**config.mk**
```make
export PLATFORM = sky130hd
export DESIGN_NAME = cache_flush_walker_flat
export DESIGN_NICKNAME = d
export VERILOG_FILES = /design/src/rtl/cache_flush_walker_if.sv /design/src/rtl/cache_flush_walker.sv /design/src/flat_wrapper.sv
export SDC_FILE = /design/constraint.sdc
export NUM_CORES = 1
export LEC_CHECK = 0
export CAP_MARGIN = 40
export CORE_UTILIZATION = 30
export CTS_CLUSTER_SIZE = 24
export DETAILED_ROUTE_END_ITERATION = 10
export GPL_ROUTABILITY_DRIVEN = 0
export PLACE_DENSITY_LB_ADDON = 0.3
export SYNTH_ARGS = -nofsm -noshare
export SYNTH_HDL_FRONTEND = slang
export SYNTH_SLANG_ARGS = --single-unit
export TNS_END_PERCENT = 1
```
**constraint.sdc**
```tcl
create_clock -name clk -period 2.7 [get_ports clk]
set_input_delay 0.405 -clock clk [delete_from_list [all_inputs] [get_ports clk]]
set_output_delay 0.405 -clock clk [all_outputs]
set_load 0.02 [all_outputs]
```
**src/rtl/cache_flush_walker_if.sv**
```systemverilog
// cache_flush_walker_if: flush walker handshake with the cacheway array and the cache bus FSM
interface cache_flush_walker_if #(
    parameter int NUMLINES = 128,
    parameter int NUMWAYS  = 4
);
    localparam int SETLEN = $clog2(NUMLINES);
    logic              FlushReq;
    logic              LineDirty;
    logic              WbAck;
    logic              SelFlush;
    logic [SETLEN-1:0] FlushAdr;
    logic [NUMWAYS-1:0] FlushWay;
    logic              WbReq;
    logic              ClearDirty;
    logic              FlushBusy;
    logic              FlushDone;
    modport master (
        input  FlushReq, LineDirty, WbAck,
        output SelFlush, FlushAdr, FlushWay, WbReq, ClearDirty, FlushBusy, FlushDone
    );
    modport slave (
        output FlushReq, LineDirty, WbAck,
        input  SelFlush, FlushAdr, FlushWay, WbReq, ClearDirty, FlushBusy, FlushDone
    );
endinterface

```
**src/rtl/cache_flush_walker.sv**
```systemverilog
// cache_flush_walker: walks every (set, way) on a flush, writing back and clearing dirty lines
module cache_flush_walker #(
    parameter int NUMLINES = 128,
    parameter int NUMWAYS  = 4
) (
    input logic clk,
    input logic reset,
    cache_flush_walker_if.master bus
);
    localparam int SETLEN = $clog2(NUMLINES);
    typedef enum logic [2:0] {IDLE, READ, CHECK, WB, CLEAR, DONE} state_t;
    state_t state;
    logic lastWay, lastSet;
    assign lastWay = bus.FlushWay[NUMWAYS-1];
    assign lastSet = bus.FlushAdr == SETLEN'(NUMLINES - 1);
    // Walk FSM; all outputs are registered alongside the state
    always_ff @(posedge clk) begin
        if (reset) begin
            state          <= IDLE;
            bus.FlushAdr   <= '0;
            bus.FlushWay   <= NUMWAYS'(1);
            bus.SelFlush   <= 1'b0;
            bus.WbReq      <= 1'b0;
            bus.ClearDirty <= 1'b0;
            bus.FlushBusy  <= 1'b0;
            bus.FlushDone  <= 1'b0;
        end else begin
            bus.WbReq      <= 1'b0;
            bus.ClearDirty <= 1'b0;
            bus.FlushDone  <= 1'b0;
            case (state)
                IDLE: if (bus.FlushReq) begin
                    state         <= READ;
                    bus.FlushAdr  <= '0;
                    bus.FlushWay  <= NUMWAYS'(1);
                    bus.SelFlush  <= 1'b1;
                    bus.FlushBusy <= 1'b1;
                end
                READ: state <= CHECK;
                CHECK, CLEAR: begin
                    if (state == CHECK && bus.LineDirty) begin
                        state     <= WB;
                        bus.WbReq <= 1'b1;
                    end else if (!lastWay) begin
                        bus.FlushWay <= bus.FlushWay << 1;
                        state        <= READ;
                    end else if (!lastSet) begin
                        bus.FlushWay <= NUMWAYS'(1);
                        bus.FlushAdr <= bus.FlushAdr + 1'b1;
                        state        <= READ;
                    end else begin
                        bus.FlushWay  <= NUMWAYS'(1);
                        bus.FlushAdr  <= '0;
                        bus.FlushDone <= 1'b1;
                        state         <= DONE;
                    end
                end
                WB: if (bus.WbAck) begin
                    state          <= CLEAR;
                    bus.ClearDirty <= 1'b1;
                end else begin
                    bus.WbReq <= 1'b1;
                end
                DONE: begin
                    state         <= IDLE;
                    bus.SelFlush  <= 1'b0;
                    bus.FlushBusy <= 1'b0;
                end
                default: state <= IDLE;
            endcase
        end
    end
endmodule

```
**src/flat_wrapper.sv**
```systemverilog
// flat-port wrapper written by rule: the top's interface ports become plain ports
module cache_flush_walker_flat 
#(
    parameter int NUMLINES = 128,
    parameter int NUMWAYS  = 4
)
  (clk, reset, bus_FlushReq, bus_LineDirty, bus_WbAck, bus_SelFlush, bus_FlushAdr, bus_FlushWay, bus_WbReq, bus_ClearDirty, bus_FlushBusy, bus_FlushDone);
  cache_flush_walker_if #(.NUMLINES(NUMLINES), .NUMWAYS(NUMWAYS)) bus_i ();
  input logic clk;
  input logic reset;
  input wire logic [$bits(bus_i.FlushReq)-1:0] bus_FlushReq;
  input wire logic [$bits(bus_i.LineDirty)-1:0] bus_LineDirty;
  input wire logic [$bits(bus_i.WbAck)-1:0] bus_WbAck;
  output wire logic [$bits(bus_i.SelFlush)-1:0] bus_SelFlush;
  output wire logic [$bits(bus_i.FlushAdr)-1:0] bus_FlushAdr;
  output wire logic [$bits(bus_i.FlushWay)-1:0] bus_FlushWay;
  output wire logic [$bits(bus_i.WbReq)-1:0] bus_WbReq;
  output wire logic [$bits(bus_i.ClearDirty)-1:0] bus_ClearDirty;
  output wire logic [$bits(bus_i.FlushBusy)-1:0] bus_FlushBusy;
  output wire logic [$bits(bus_i.FlushDone)-1:0] bus_FlushDone;
  assign bus_i.FlushReq = bus_FlushReq;
  assign bus_i.LineDirty = bus_LineDirty;
  assign bus_i.WbAck = bus_WbAck;
  assign bus_SelFlush = bus_i.SelFlush;
  assign bus_FlushAdr = bus_i.FlushAdr;
  assign bus_FlushWay = bus_i.FlushWay;
  assign bus_WbReq = bus_i.WbReq;
  assign bus_ClearDirty = bus_i.ClearDirty;
  assign bus_FlushBusy = bus_i.FlushBusy;
  assign bus_FlushDone = bus_i.FlushDone;
  cache_flush_walker #(.NUMLINES(NUMLINES), .NUMWAYS(NUMWAYS)) u_core (.clk(clk), .reset(reset), .bus(bus_i));
endmodule
```
==> flow_metrics.tcl, run 1 <==
set metrics [dict create \
    layout_commonest_cell "clkdlybuf4s50_1" \
    cts_tree "built" \
    drive_gt1_frac 0.100 \
    min_path_cells 2 \
    routed_via_density 5.48 \
    power_density_nw_per_um2 425 \
    maxCapViolCount 0 \
    utilization 0.405 \
    syn_area_um2 928 \
    portBuffers 20 \
    nFillCells 304 \
    async_flop_share 0 \
    cts_resized 0 \
    layout_common_cells "20 x clkdlybuf4s50_1, 18 x dfxtp_1, 9 x nor2_1" \
    rr_startpoint "u_core.state[2]" \
    initial_utilization 0.325 \
    p_leak_nw 0.407 \
    cts_setup_buffers 0 \
    max_stage_delay_ps 650 \
    cts_inserted_buffers 3 \
    pin_count 21 \
    worstHoldPathType "flop to flop" \
    worstPathCellList "clkdlybuf4s50_1" \
    critPathBufInv 1 \
    synthDistinctLibCells 45 \
    synth_edf_count 0 \
    violations "design-rule violations" \
    grt_pass1_wl_mm 3.34 \
    start_kind "flop" \
    syn_area_per_cell_um2 9.10 \
    synth_seq_cells 18 \
    ctsLongestPathBuffers 2 \
    fin_crit_ps 1800 \
    hold_buffers 0 \
    rsz0062_at_grt "false" \
    worstSkewPairLatency_ps 290 \
    grt_pass1_vias 774 \
    crit_type "flop to output port" \
    firstDrtPassIters 7 \
    die_width_um 57.6 \
    drcViolationCount 2 \
    coreArea_um2 2850 \
    seq_area_frac_synth 0.388 \
    grt_max_degree 14 \
    hold_start "u_core.bus.FlushBusy" \
    grt_antenna_before_repair 0 \
    h-tree-depth 1 \
    seq_area_um2 360 \
    crit_family "buffers and inverters" \
    grt_overflow 0 \
    synthFlopType "dfxtp_1" \
    drt_iter0_drc 20 \
    endpoint_kind "output port" \
    slew_headroom 0.670 \
    drt-wirelength-per-cell_um 13.2 \
    chipHeight_um 57.6 \
    multiInputGateArea_um2 510 \
    worst_ep_required_time_ps 2300 \
    areaGrowthSynthToFinish_pct 24.4 \
    clock_sinks 18 \
    r2r_cells 4 \
    dieArea_um2 3320 \
    placementRows 19 \
    clk_pin_slew_ps 100 \
    tightest_slew_ps 493 \
    syn_inst 102 \
    ir_drop_mv 0.219 \
    ant_nets 0 \
    cp_max_fo 6 \
    setup_viol 0 \
    dp.final_hpwl_mm 1.49 \
    finalCritPeriodShare 0.665 \
    dr_total_vias 828 \
    antenna_cells 0 \
    fmax_mhz 557 \
    crit_slowest_cell "clkdlybuf4s50_1" \
    clockRootBuffer "clkbuf_4" \
    nNetsFinal 128 \
    grt.total_usage 0.129 \
    fin_setup_tns_ps 0 \
    cp.depth 1 \
    hold_violations 0 \
    synth_nets 108 \
    routed_wl_mm 2.00 \
    startpoint "u_core.bus.FlushAdr[3]" \
    skew_ps 3.01 \
    synth_warnings 0 \
    slew_violations 0 \
    arrival_ps 1390 \
    status "finished with violations" \
]
## kinds of logic (layout without fill, tap and decap cells)
| kind of cell | count (synthesis) | after routing | synth area share |
|---|---|---|---|
| AOI/OAI and AO/OA | 22 | 22 | 0.182 |
| buffers and inverters | 11 | 29 | 0.0620 |
| adders and majority gates | 1 | 1 | 0.0135 |
| xor gates and xnor gates | 2 | 2 | 0.0189 |
| DFF | 18 | 18 | 0.388 |
| and+or+nand+nor | 43 | 43 | 0.282 |
| muxes | 5 | 5 | 0.0539 |
## metal layers
metal  GRT usage  share of wire
met3      0.0491          0.062
met5           0              0
met1       0.160           0.46
met4      0.0209              0
met2       0.218           0.48
## cell type report
cell class                      instances  area share
Multi-Input combinational cell         73       0.442
Sequential cell                        18       0.312
Timing Repair Buffer                   20       0.173
Tap cell                               31      0.0336
Clock buffer                            3      0.0195
Inverter                                6      0.0195
## sequential cells by signal, summed over array words and instances, names as in the netlist
register	cells
u_core.bus.FlushAdr	7
u_core.bus.FlushWay	4
u_core.state	3
u_core.bus.WbReq	1
u_core.bus.FlushBusy	1
u_core.bus.ClearDirty	1
u_core.bus.FlushDone	1
## final timing paths
check | endpoint | slack [ps]
setup / recovery | bus_FlushAdr[3] | 900
hold / removal | u_core.bus.FlushBusy | 490
setup reg to reg | u_core.bus.FlushAdr[5] | 1080
hold reg to reg | u_core.bus.FlushBusy | 490
## synthesized netlist by cell type, types with 2 or more instances
library cell   n  share of area
dfxtp_1       18           0.39
nor2_1         9          0.036
a21oi_1        6          0.032
inv_1          5          0.020
mux2i_1        5          0.054
nand2_1        5          0.020
nand3_1        4          0.022
o21ai_1        4          0.022
nand4_1        3          0.020
nor3_1         3          0.016
buf_4          2          0.016
nand2b_1       2          0.013
nand3b_1       2          0.016
nor2b_1        2          0.013
xnor2_1        2          0.019
## power by group
part / leakage (nW) / switching (mW) / total (mW) / internal [mW]
registers: 0.146 / 0.00976 / 0.281 / 0.272
clock network: 0.0138 / 0.0830 / 0.135 / 0.0519
logic: 0.248 / 0.0398 / 0.0741 / 0.0343
## stage by stage
| step | power, mW | hold slack, ps | area [µm²] | std cells | worst slack [ps] |
|---|---|---|---|---|---|
| 5_1_grt | 0.515 | 536 | 1150 | 151 | 838 |
| 3_3_place_gp | 0.360 | 472 | 1130 | 148 | 755 |
| 3_5_place_dp | 0.362 | 483 | 1130 | 148 | 697 |
| 4_1_cts | 0.500 | 497 | 1150 | 151 | 895 |
| 2_1_floorplan | 0.338 | 523 | 928 | 102 | 1290 |
| 6_report | 0.490 | 490 | 1150 | 151 | 903 |
Note: power is estimated with default switching activity, not from simulation.
==> run 2, diff against run 1 <==
- clock period: 2.7 -> 1.5 ns (I/O delays scaled with it)
==> flow_metrics.tcl, run 2 (synthesized netlist as in run 1, its figures left out) <==
set metrics [dict create \
    clock_sinks 18 \
    endpoint_kind "flop" \
    hold_ws_ps 485 \
    worstSkewPairLatency_ps 290 \
    arrival_ps 1640 \
    die_width_um 57.6 \
    largest_reg_flops 7 \
    start_kind "flop" \
    layout_commonest_cell "buf_4" \
    rr_endpoint "u_core.state[1]" \
    grt.total_usage 0.141 \
    antenna_cells 0 \
    drt-wirelength-per-cell_um 12.6 \
    max_stage_delay_ps 500 \
    worstHoldPathType "flop to flop" \
    slew_violations 0 \
    reg.largest.list "u_core.bus.FlushAdr x7, u_core.bus.FlushWay x4, u_core.state x3" \
    hold_start "u_core.bus.FlushBusy" \
    grt_overflow 0 \
    crit_family "simple AND/OR/NAND/NOR gates" \
    cp_max_fo 6 \
    startpoint "u_core.state[1]" \
    power_density_nw_per_um2 727 \
    p_leak_nw 0.594 \
    dp.final_hpwl_mm 1.69 \
    chipHeight_um 57.6 \
    ir_drop_mv 0.374 \
    hold_violations 0 \
    coreArea_um2 2850 \
    dieArea_um2 3320 \
    drcViolationCount 2 \
    routed_via_density 5.21 \
    nFillCells 270 \
    cts_tree "built" \
    multiInputGateArea_um2 520 \
    pin_count 21 \
    fin_setup_tns_ps 0 \
    violations "design-rule violations" \
    finalCritPeriodShare 0.975 \
    clockRootBuffer "clkbuf_4" \
    worstPathCellList "buf_6 > buf_4 > or4_1 > nand3_1 > o32ai_1" \
    initial_utilization 0.325 \
    areaGrowthSynthToFinish_pct 44.6 \
    cp-endpoint "u_core.state[1]" \
    ant_nets 0 \
    cp.depth 5 \
    setup_viol 0 \
    slew_headroom 0.778 \
    grt_max_degree 11 \
    firstDrtPassIters 7 \
    placementRows 19 \
    min_path_cells 2 \
    drt_iter0_drc 20 \
    worst_ep_required_time_ps 1680 \
    crit_type "flop to flop" \
    ctsLongestPathBuffers 2 \
    portBuffers 20 \
    setup_ws_ps 37.8 \
    crit_slowest_cell "or4_1" \
    grt_pass1_wl_mm 3.64 \
    grt_pass1_vias 849 \
    rr_startpoint "u_core.state[1]" \
    fmax_mhz 684 \
    dp_slack_ps -269 \
    r2r_slack_ps 40 \
    grt_antenna_before_repair 0 \
    seq_area_um2 368 \
    h-tree-depth 1 \
    r2r_cells 5 \
    top_register "u_core.bus.FlushAdr" \
    fin_crit_ps 1460 \
    status "finished with violations" \
    layout_common_cells "19 x buf_4, 16 x dfxtp_1, 11 x dlygate4sd2_1" \
    routed_wl_mm 2.18 \
    dr_total_vias 901 \
    clk_pin_slew_ps 100 \
    drive_gt1_frac 0.268 \
    utilization 0.471 \
    cts_inserted_buffers 3 \
    nNetsFinal 149 \
    skew_ps 3.67 \
    tightest_slew_ps 333 \
    critPathBufInv 2 \
    maxCapViolCount 0 \
]
run 2: metal layers:
| metal | wire (µm) | share of wire | global-route usage |
|---|---|---|---|
| met5 | 0 | 0 | 0 |
| met4 | 10 | 0.0046 | 0.0209 |
| met3 | 113 | 0.052 | 0.0469 |
| met2 | 1090 | 0.50 | 0.239 |
| met1 | 973 | 0.45 | 0.178 |
run 2: worst min path at each step:
stage	endpoint	slack (ps)
2_1_floorplan	u_core.state[1]	340
3_3_place_gp	u_core.bus.FlushBusy	470
3_5_place_dp	u_core.bus.FlushBusy	480
4_1_cts	u_core.bus.FlushBusy	490
5_1_grt	u_core.bus.FlushBusy	530
6_report	u_core.bus.FlushBusy	480
run 2: power by group:
group          switching (mW)  internal (mW)
Combinational          0.0863         0.0933
Clock                   0.150          0.148
Sequential             0.0122          0.486
run 2: worst min-delay path: cells and delay by family (launching register included):
kind | cells | cell delay [ps]
AO/OA/AOI/OAI | 1 | 50
flip-flops | 1 | 340
AND/OR/NAND/NOR | 1 | 60
run 2: layout make-up:
| class | count | area share |
|---|---|---|
| Clock buffer | 4 | 0.0270 |
| Tap cell | 31 | 0.0289 |
| Multi-Input combinational cell | 73 | 0.388 |
| Timing Repair Buffer | 41 | 0.266 |
| Sequential cell | 18 | 0.274 |
| Inverter | 6 | 0.0168 |
run 2: stage by stage:
step                instance area, µm²  std cells  power, mW
floorplan                          928        102      0.609
global placement                  1280        168      0.687
detailed placement                1280        168      0.690
CTS                               1310        172      0.985
global route                      1340        173       1.03
finish                            1340        173      0.976
run 2: timing repair:
action                     in CTS  in global routing
setup endpoints to repair      11                  9
hold buffers                    0                  0
pin swaps                       0                  4
setup buffers                   0                  1
resized for setup              11                 10
==> run 3, diff against run 2 <==
==> constraint.sdc (replaced) <==
create_clock -name clk -period 1.71 [get_ports clk]
set_input_delay 0.171 -clock clk [delete_from_list [all_inputs] [get_ports clk]]
set_output_delay 0.171 -clock clk [all_outputs]
set_load 0.02 [all_outputs]
==> flow_metrics.tcl, run 3 (synthesized netlist as in run 1, its figures left out) <==
set metrics [dict create \
    status "finished with violations" \
    violations "design-rule violations" \
    cts_resized 0 \
    antenna_cells 0 \
    clockRootBuffer "clkbuf_4" \
    comb_power_share 0.159 \
    p_total_mw 0.842 \
    drcViolationCount 2 \
    worstPathCellList "clkdlybuf4s50_1" \
    clk_pin_slew_ps 100 \
    drive_gt1_frac 0.169 \
    largest_reg_flops 7 \
    dieArea_um2 3320 \
    multiInputGateArea_um2 510 \
    pin_count 21 \
    areaGrowthSynthToFinish_pct 33.2 \
    cts_setup_buffers 0 \
    coreArea_um2 2850 \
    tightest_slew_ps 509 \
    ant_nets 0 \
    setup_viol 0 \
    clock_sinks 18 \
    dr_total_vias 846 \
    worstHoldPathType "flop to flop" \
    chipHeight_um 57.6 \
    layout_common_cells "20 x clkdlybuf4s50_1, 18 x dfxtp_1, 9 x nor2_1, 9 x buf_4, 6 x a21oi_1" \
    endpoint_kind "output port" \
    critPathBufInv 1 \
    fin_crit_ps 1570 \
    grt_overflow 0 \
    ir_drop_mv 0.551 \
    hold_violations 0 \
    ctsLongestPathBuffers 2 \
    seq_area_um2 360 \
    finalCritPeriodShare 0.921 \
    h-tree-depth 1 \
    power_frac_seq 0.525 \
    grt_pass1_wl_mm 3.44 \
    portBuffers 20 \
    p_int_mw 0.625 \
    rr_startpoint "u_core.state[2]" \
    initial_utilization 0.325 \
    cts_tree "built" \
    max_stage_delay_ps 650 \
    nNetsFinal 137 \
    maxCapViolCount 0 \
    worst_ep_required_time_ps 1540 \
    fin_setup_tns_ps 0 \
    grt.total_usage 0.136 \
    drt-wirelength-per-cell_um 12.7 \
    layout_commonest_cell "clkdlybuf4s50_1" \
    routed_via_density 5.25 \
    swShare 0.258 \
    arrival_ps 1400 \
    dp.final_hpwl_mm 1.54 \
    crit_slowest_cell "clkdlybuf4s50_1" \
    rsz0062_at_grt "false" \
    pwr-share-clk 0.316 \
    hold_start "u_core.bus.FlushBusy" \
    cts_inserted_buffers 3 \
    start_kind "flop" \
    startpoint "u_core.bus.FlushAdr[3]" \
    top_register "u_core.bus.FlushAdr" \
    worstSkewPairLatency_ps 290 \
    routed_wl_mm 2.04 \
    crit_family "buffers and inverters" \
    power_density_nw_per_um2 681 \
    fmax_mhz 635 \
    grt_max_degree 12 \
    cp_max_fo 6 \
    hold_buffers 0 \
    die_width_um 57.6 \
    slew_violations 0 \
    firstDrtPassIters 7 \
    skew_ps 1.54 \
    grt_antenna_before_repair 0 \
    nFillCells 300 \
    switchingPower_mw 0.218 \
    p_leak_nw 0.460 \
    slew_headroom 0.658 \
    crit_type "flop to output port" \
    placementRows 19 \
    grt_pass1_vias 810 \
    reg.largest.list "u_core.bus.FlushAdr x7, u_core.bus.FlushWay x4, u_core.state x3" \
    drt_iter0_drc 16 \
]
## run 3: cell count changes in the layout (fill, tap and decap cells not counted), sizes merged
cell	change
clkdlybuf4s50	+13
buf	-12
dlygate4sd2	-11
dlymetal6s2s	-2
## run 3: worst reg2reg max path: cells and delay by family (launching register included)
family	cells	cell delay (ps)
flops	1	460
simple gates	2	460
compound gates	1	220
buf+inv	1	180
xor+xnor	1	150
## run 3: power by group through the flow
stage               clock (mW)  combinational [mW]  sequential [mW]
detailed placement           0               0.135            0.451
floorplan                    0              0.0822            0.452
global placement             0               0.134            0.452
CTS                      0.278               0.135            0.442
global route             0.296               0.146            0.444
finish                   0.266               0.134            0.442
## run 3: worst paths after layout
| path | to | slack (ps) | cells past startpoint |
|---|---|---|---|
| hold / removal | u_core.bus.FlushBusy | 500 | 2 |
| setup / recovery | bus_FlushAdr[3] | 140 | 1 |
| hold reg to reg | u_core.bus.FlushBusy | 500 | 2 |
| setup reg to reg | u_core.bus.FlushAdr[3] | 150 | 5 |
## run 3: layout make-up
type / instances / area share
clock buffer: 4 / 0.0294
inverter: 6 / 0.0182
multi-input combinational: 73 / 0.413
sequential: 18 / 0.291
tap: 31 / 0.0314
timing repair buffer: 29 / 0.217
## run 3: metrics by stage
stage	worst slack, ps	hold WS (ps)	utilization	std cells	cell area (µm²)
2_1_floorplan	298	289	-	102	928
3_3_place_gp	21.0	474	0.421	157	1200
3_5_place_dp	-19.5	484	0.421	157	1200
4_1_cts	113	494	0.433	161	1240
5_1_grt	71.4	515	0.433	161	1240
6_report	136	495	0.433	161	1240
## run 3: layer usage
layer | global-route usage | vias up | share of wire
li1 | - | 426 | -
met1 | 0.156 | 401 | 0.47
met2 | 0.241 | 17 | 0.48
met3 | 0.0491 | 2 | 0.046
met4 | 0.0314 | 0 | 0.0049
met5 | 0 | - | 0
